==> src/rtl/mpu_store_stream.sv <==
// mpu_store_stream
//   Streams an m x n matrix from a register file to memory. Reads are issued
//   to the register file in traversal order. The one-cycle-latency read data
//   goes into a 2-entry FIFO, and the FIFO head drives a valid/ready store
//   port.
//
// Optional feature (macro MPU_STORE_TRANSPOSE_EN):
//   Adds transpose_in, which is captured at start. When it is set, the matrix
//   is traversed column-major and mem_m_size_out/mem_n_size_out are swapped.
//
// Ports
//   clk, rst                 clock, asynchronous active-high reset
//   store_en_in              start pulse (sampled only while idle)
//   m_size_in, n_size_in     row/column counts, captured on accepted start
//   transpose_in             (macro only) column-major traversal select
//   reg_rd_en_out            register-file read strobe
//   reg_i_out, reg_j_out     register-file read row/column
//   reg_element_in           read data, valid one cycle after the strobe
//   mem_store_valid_out      element valid to memory
//   mem_store_ready_in       memory accepts element
//   mem_store_element_out    element data
//   mem_i_out, mem_j_out     element location
//   mem_m_size_out, mem_n_size_out  captured sizes
//   mem_last_out             final element of the matrix
//   busy_out                 high outside IDLE
//   done_out                 one-cycle pulse after the last element is accepted
//   size_err_out             one-cycle pulse on a start with a zero size
module mpu_store_stream #(
  parameter int unsigned FP    = 32,
  parameter int unsigned MBITS = 3,
  parameter int unsigned NBITS = 3
) (
  input  logic             clk,
  input  logic             rst,
  input  logic             store_en_in,
  input  logic [MBITS:0]   m_size_in,
  input  logic [NBITS:0]   n_size_in,
`ifdef MPU_STORE_TRANSPOSE_EN
  input  logic             transpose_in,
`endif
  output logic             reg_rd_en_out,
  output logic [MBITS:0]   reg_i_out,
  output logic [NBITS:0]   reg_j_out,
  input  logic [FP-1:0]    reg_element_in,
  output logic             mem_store_valid_out,
  input  logic             mem_store_ready_in,
  output logic [FP-1:0]    mem_store_element_out,
  output logic [MBITS:0]   mem_i_out,
  output logic [NBITS:0]   mem_j_out,
  output logic [MBITS:0]   mem_m_size_out,
  output logic [NBITS:0]   mem_n_size_out,
  output logic             mem_last_out,
  output logic             busy_out,
  output logic             done_out,
  output logic             size_err_out
);

  localparam int unsigned MW = MBITS + 1;
  localparam int unsigned NW = NBITS + 1;

  typedef enum logic [1:0] {
    IDLE   = 2'd0,
    STREAM = 2'd1,
    DRAIN  = 2'd2
  } state_e;

  typedef struct packed {
    logic [FP-1:0] data;
    logic [MW-1:0] i;
    logic [NW-1:0] j;
    logic          last;
  } entry_t;

  state_e        state_q, state_d;
  logic [MW-1:0] m_q, m_d, msz_q, msz_d, rd_i_q, rd_i_d, infl_i_q, infl_i_d;
  logic [NW-1:0] n_q, n_d, nsz_q, nsz_d, rd_j_q, rd_j_d, infl_j_q, infl_j_d;
  logic          infl_q, infl_d, infl_last_q, infl_last_d;
  logic          done_q, done_d, err_q, err_d, busy_q, busy_d;
  logic          col_major;

  entry_t        fifo_q [2];
  logic          wr_ptr_q, rd_ptr_q;
  logic [1:0]    cnt_q;
  entry_t        head, push_entry;
  logic          pop, rd_go, rd_last, last_i, last_j;
  logic [1:0]    credit;

`ifdef MPU_STORE_TRANSPOSE_EN
  logic tr_q, tr_d;
  assign col_major = tr_q;
`else
  assign col_major = 1'b0;
`endif

  // FIFO head/push data, handshake and read-issue decision
  always_comb begin
    head            = fifo_q[rd_ptr_q];
    push_entry.data = reg_element_in;
    push_entry.i    = infl_i_q;
    push_entry.j    = infl_j_q;
    push_entry.last = infl_last_q;
    pop             = (cnt_q != 2'd0) && mem_store_ready_in;
    // Count the entry leaving this cycle as freed. Without that, a 2-deep
    // FIFO with a one-cycle read latency could only sustain half rate.
    credit          = cnt_q + 2'(infl_q) - 2'(pop);
    last_i          = (rd_i_q == m_q - MW'(1));
    last_j          = (rd_j_q == n_q - NW'(1));
    rd_last         = last_i && last_j;
    rd_go           = (state_q == STREAM) && (credit < 2'd2);
  end

  // Next-state, traversal counters and pulse outputs
  always_comb begin
    state_d     = state_q;
    m_d         = m_q;
    n_d         = n_q;
    msz_d       = msz_q;
    nsz_d       = nsz_q;
    rd_i_d      = rd_i_q;
    rd_j_d      = rd_j_q;
    infl_d      = rd_go;
    infl_i_d    = rd_i_q;
    infl_j_d    = rd_j_q;
    infl_last_d = rd_last;
    done_d      = 1'b0;
    err_d       = 1'b0;
`ifdef MPU_STORE_TRANSPOSE_EN
    tr_d        = tr_q;
`endif
    case (state_q)
      IDLE: begin
        if (store_en_in) begin
          if ((m_size_in == '0) || (n_size_in == '0)) begin
            err_d = 1'b1;
          end else begin
            state_d = STREAM;
            m_d     = m_size_in;
            n_d     = n_size_in;
            rd_i_d  = '0;
            rd_j_d  = '0;
`ifdef MPU_STORE_TRANSPOSE_EN
            tr_d    = transpose_in;
            msz_d   = transpose_in ? MW'(n_size_in) : m_size_in;
            nsz_d   = transpose_in ? NW'(m_size_in) : n_size_in;
`else
            msz_d   = m_size_in;
            nsz_d   = n_size_in;
`endif
          end
        end
      end
      STREAM: begin
        if (rd_go) begin
          if (rd_last) begin
            state_d = DRAIN;
          end else if (col_major) begin
            if (last_i) begin
              rd_i_d = '0;
              rd_j_d = rd_j_q + NW'(1);
            end else begin
              rd_i_d = rd_i_q + MW'(1);
            end
          end else begin
            if (last_j) begin
              rd_j_d = '0;
              rd_i_d = rd_i_q + MW'(1);
            end else begin
              rd_j_d = rd_j_q + NW'(1);
            end
          end
        end
      end
      DRAIN: begin
        if (pop && head.last) begin
          state_d = IDLE;
          done_d  = 1'b1;
        end
      end
      default: state_d = IDLE;
    endcase
    busy_d = (state_d != IDLE);
  end

  // Control and traversal registers
  always_ff @(posedge clk or posedge rst) begin
    if (rst) begin
      state_q     <= IDLE;
      m_q         <= '0;
      n_q         <= '0;
      msz_q       <= '0;
      nsz_q       <= '0;
      rd_i_q      <= '0;
      rd_j_q      <= '0;
      infl_q      <= 1'b0;
      infl_i_q    <= '0;
      infl_j_q    <= '0;
      infl_last_q <= 1'b0;
      done_q      <= 1'b0;
      err_q       <= 1'b0;
      busy_q      <= 1'b0;
`ifdef MPU_STORE_TRANSPOSE_EN
      tr_q        <= 1'b0;
`endif
    end else begin
      state_q     <= state_d;
      m_q         <= m_d;
      n_q         <= n_d;
      msz_q       <= msz_d;
      nsz_q       <= nsz_d;
      rd_i_q      <= rd_i_d;
      rd_j_q      <= rd_j_d;
      infl_q      <= infl_d;
      infl_i_q    <= infl_i_d;
      infl_j_q    <= infl_j_d;
      infl_last_q <= infl_last_d;
      done_q      <= done_d;
      err_q       <= err_d;
      busy_q      <= busy_d;
`ifdef MPU_STORE_TRANSPOSE_EN
      tr_q        <= tr_d;
`endif
    end
  end

  // 2-entry output FIFO; a simultaneous push and pop leaves occupancy unchanged
  always_ff @(posedge clk or posedge rst) begin
    if (rst) begin
      fifo_q[0] <= '0;
      fifo_q[1] <= '0;
      wr_ptr_q  <= 1'b0;
      rd_ptr_q  <= 1'b0;
      cnt_q     <= 2'd0;
    end else begin
      if (infl_q) begin
        fifo_q[wr_ptr_q] <= push_entry;
        wr_ptr_q         <= ~wr_ptr_q;
      end
      if (pop) begin
        rd_ptr_q <= ~rd_ptr_q;
      end
      cnt_q <= cnt_q + 2'(infl_q) - 2'(pop);
    end
  end

  // The read strobe is decoded from registered state and ready, so an issued
  // read always has a FIFO slot waiting for its data.
  assign reg_rd_en_out         = rd_go;
  assign reg_i_out             = rd_i_q;
  assign reg_j_out             = rd_j_q;
  assign mem_store_valid_out   = (cnt_q != 2'd0);
  assign mem_store_element_out = head.data;
  assign mem_i_out             = head.i;
  assign mem_j_out             = head.j;
  assign mem_last_out          = head.last;
  assign mem_m_size_out        = msz_q;
  assign mem_n_size_out        = nsz_q;
  assign busy_out              = busy_q;
  assign done_out              = done_q;
  assign size_err_out          = err_q;

endmodule

==> config.mk <==
export PLATFORM = sky130hd
export DESIGN_NAME = mpu_store_stream
export DESIGN_NICKNAME = d
export VERILOG_FILES = /design/src/rtl/mpu_store_stream.sv
export SDC_FILE = /design/constraint.sdc
export NUM_CORES = 1
export LEC_CHECK = 0
export ABC_AREA = 1
export BUFFER_PORTS_ARGS = -buffer_cell sky130_fd_sc_hd__buf_2
export CAP_MARGIN = 30
export CORE_MARGIN = 2
export CORE_UTILIZATION = 50
export CTS_CLUSTER_SIZE = 28
export DETAILED_ROUTE_END_ITERATION = 6
export HOLD_SLACK_MARGIN = 0.15
export PLACE_DENSITY = 0.76
export REMOVE_ABC_BUFFERS = 1
export SLEW_MARGIN = 10
export SYNTH_ARGS = -nofsm -noshare
export SYNTH_HDL_FRONTEND = slang
export SYNTH_SLANG_ARGS = --single-unit
==> constraint.sdc <==
create_clock -name clk -period 3.4 [get_ports clk]
set_input_delay 0.17 -clock clk [delete_from_list [all_inputs] [get_ports clk]]
set_output_delay 0.17 -clock clk [all_outputs]
set_load 0.01 [all_outputs]
==> run metrics <==
Synth Area in Simple Gates 0.252; Die Wd about 110 um; r2r startpoint cnt_q[1]; Period Utilization, post-route 0.728; Final ANT Viol Nets 0; DRC errors left 0; First DRT Iteration DRCs 407; crit-path max FO 4; synth unique cells 28; post-synthesis instance area 0.00532 sq mm; status completed; # rows 37; Port Buffer Count about 110; cells along the critical path or2_2 > nand2_1 > inv_1 > ha_1 > inv_1 > ha_1 > inv_1 > nand2_1 > nand2_2 > nor2_4 > buf_2; # setup viols final 0; gr ovfl total 0; TritonCTS buffer count 17; clk buf depth 2; final WL 12.1 mm; largest family of logic cells by synthesized area simple AND/OR/NAND/NOR gates; clk root buf clkbuf_8; latest clock arrival within the worst-skew pair around 510 ps; mux contribution to synthesized area 0; Adder-Cell Fraction of Synth Area 0.0141; Setup TNS 0 ps; number of synthesis warnings 0; fill count 799; largest net degree at the start of global routing 80; CP Data Required Time between 3000 and 4000 ps; Antenna Cells 0; drt via density just under 5; Crit. End Element primary output; area of the multi-input gates ~0.0020 sq mm; htree depth 4; Worst path max stage delay between 400 and 500 ps; vias in the first global route approximately 4500; Worst Hold Class primary input to asynchronous set/reset pin; sequential area share after synthesis 0.550; area grow syn2layout 30.7%; Reg clk slew, reported paths 50 ps; GRT Util Overall 0.228; Tmin final about 2500 ps; routed via count 4635; initial antenna violation count 0; Worst Tran Pin Value approximately 940 ps; P per Cell Area ~1000 mW/mm^2; clock skew approximately 6.0 ps; post-synthesis compound-gate area fraction 0.0917; register area around 0.0029 sq mm; boundary pin count between 100 and 150; data arrival time of the critical path 2310 ps; MaxCap Viol Count 0; PnR Total Power just under 0.007 W; worst relative slew slack 0.374; Synth Register Bits 117; kind of critical path flip-flop to primary output; Initial Utilization 0.515; Max Clk Rate 404 MHz; Critical Path Start cnt_q[1]; final slew viol count 0; core box area between 0.01 and 0.015 sq mm; RR Endpoint reg_i_out[0]; drt first pass iters 4; Leakage approximately 3.8 nW; crit path launch type flip-flop; Detailed Place HPWL approximately 7.5 mm; WL/cell around 13 um; most frequent CP cell inv_1; CTS tree built; nets between 800 and 900; Post-Syn Instances approximately 660; final hold violation count 0; die height 107 um; syn_area_per_cell approximately 8.1 sq um; Post-CTS Repair Setup Buffers 0; FF-to-FF path depth 15; slowest CP cell dfrtp_1; Max VDD drop ~480 uV; RSZ-0062 raised after global routing no; XOR/XNOR Fraction of Synth Area 0.0115; # clock sinks 117; routability cong. slightly below 0.8; full die area 0.0115 sq mm; ratio of cells with drive above 1 in the final layout 0.204; R2R Setup Slk around 1200 ps; first-pass GRT wire length 20.6 mm
==> worst max path at each step <==
stage | to | slack (ps) | depth (start not counted)
4_1_cts | reg_rd_en_out | 870 | 11
3_5_place_dp | reg_i_out[3] | 1180 | 15
3_3_place_gp | reg_i_out[2] | 1330 | 15
6_report | reg_rd_en_out | 920 | 11
2_1_floorplan | busy_out | 130 | 1
5_1_grt | reg_rd_en_out | 740 | 11
==> cell usage after synthesis, drive strengths merged <==
cell	instances	area [sq um]
nor2	15	100
buf	3	15.0
o21ai	95	483
nand2	276	1060
inv	84	315
or2	3	18.8
xnor2	2	17.5
nor3	2	10.0
ha	6	75.1
clkinv	1	3.75
clkbuf	24	90.1
nand3b	1	7.51
a21oi	1	5.00
nand3	15	108
nand4	6	37.5
xor2	5	43.8
dfrtp	117	2930
==> kinds of logic after synthesis <==
logic type / count (synthesis)
adders and majority gates: 6
and+or+nand+nor: 318
DFF: 117
xor gates and xnor gates: 7
AOI/OAI and AO/OA: 96
buffers and inverters: 112
==> metrics by stage <==
step	instance area [sq um]	setup slack (ps)	utilization	hold slack [ps]	instances
floorplan	5210	129	-	306	629
global placement	5960	1330	0.578	412	875
detailed placement	5960	1180	0.578	419	875
CTS	6930	874	0.671	434	950
global route	6950	744	0.674	259	951
finish	6950	924	0.674	246	951
==> cell usage in the layout, fill, tap and decap left out, types with 3 or more instances in the layout <==
cell / instances
o21ai_0: 90
nand4_1: 6
nor2_1: 9
nand2_2: 5
buf_4: 4
nand2_1: 269
xor2_1: 5
inv_2: 6
nand3_2: 4
dfrtp_1: 117
inv_1: 77
dlygate4sd3_1: 44
o21ai_1: 3
clkinv_2: 4
ha_1: 6
clkbuf_1: 5
buf_2: 105
nor2_4: 3
clkbuf_16: 16
clkbuf_8: 6
nand3_1: 10
==> sequential cells by signal, summed over array words and instances (netlist names) <==
name,flops
busy_out,1
cnt_q,2
done_out,1
fifo_q,82
infl_i_q,4
infl_j_q,4
infl_last_q,1
infl_q,1
mem_m_size_out,4
mem_n_size_out,4
rd_ptr_q,1
reg_i_out,4
reg_j_out,4
size_err_out,1
state_q,2
wr_ptr_q,1
==> power breakdown <==
part	internal, W	switching [W]	leakage (nW)
registers	0.00202	0.000409	1.48
clock network	0.000982	0.000573	0.262
logic	0.00105	0.00183	2.08
total	0.00405	0.00281	3.82
==> repair_timing <==
item | 4_1_cts | 5_1_grt
hold endpoints to repair | 153 | 0
gates resized for setup | 0 | 0
hold buffers | 44 | 0
==> layer usage <==
metal	share of wire	GRT usage	vias up
li1	-	-	2309
met1	0.45	0.294	2196
met2	0.49	0.375	117
met3	0.052	0.0565	13
met4	0.0091	0.0761	0
met5	0	0	-
==> final cells by class <==
cell class	instances	share of cell area
flip-flops and latches	117	0.421
multi-input cells	427	0.283
repair buffers	155	0.150
clock buffers	27	0.0721
inverters	85	0.0462
well taps	136	0.0245
clock inverters	4	0.00288
==> worst max-delay path, delay by kind of cell (launching register included) <==
| kind | cells | cell delay, ps |
|---|---|---|
| fa+ha+maj | 2 | 430 |
| buf+inv | 4 | 310 |
| flops | 1 | 410 |
| simple gates | 5 | 660 |
(Power assumes the default switching activity.)
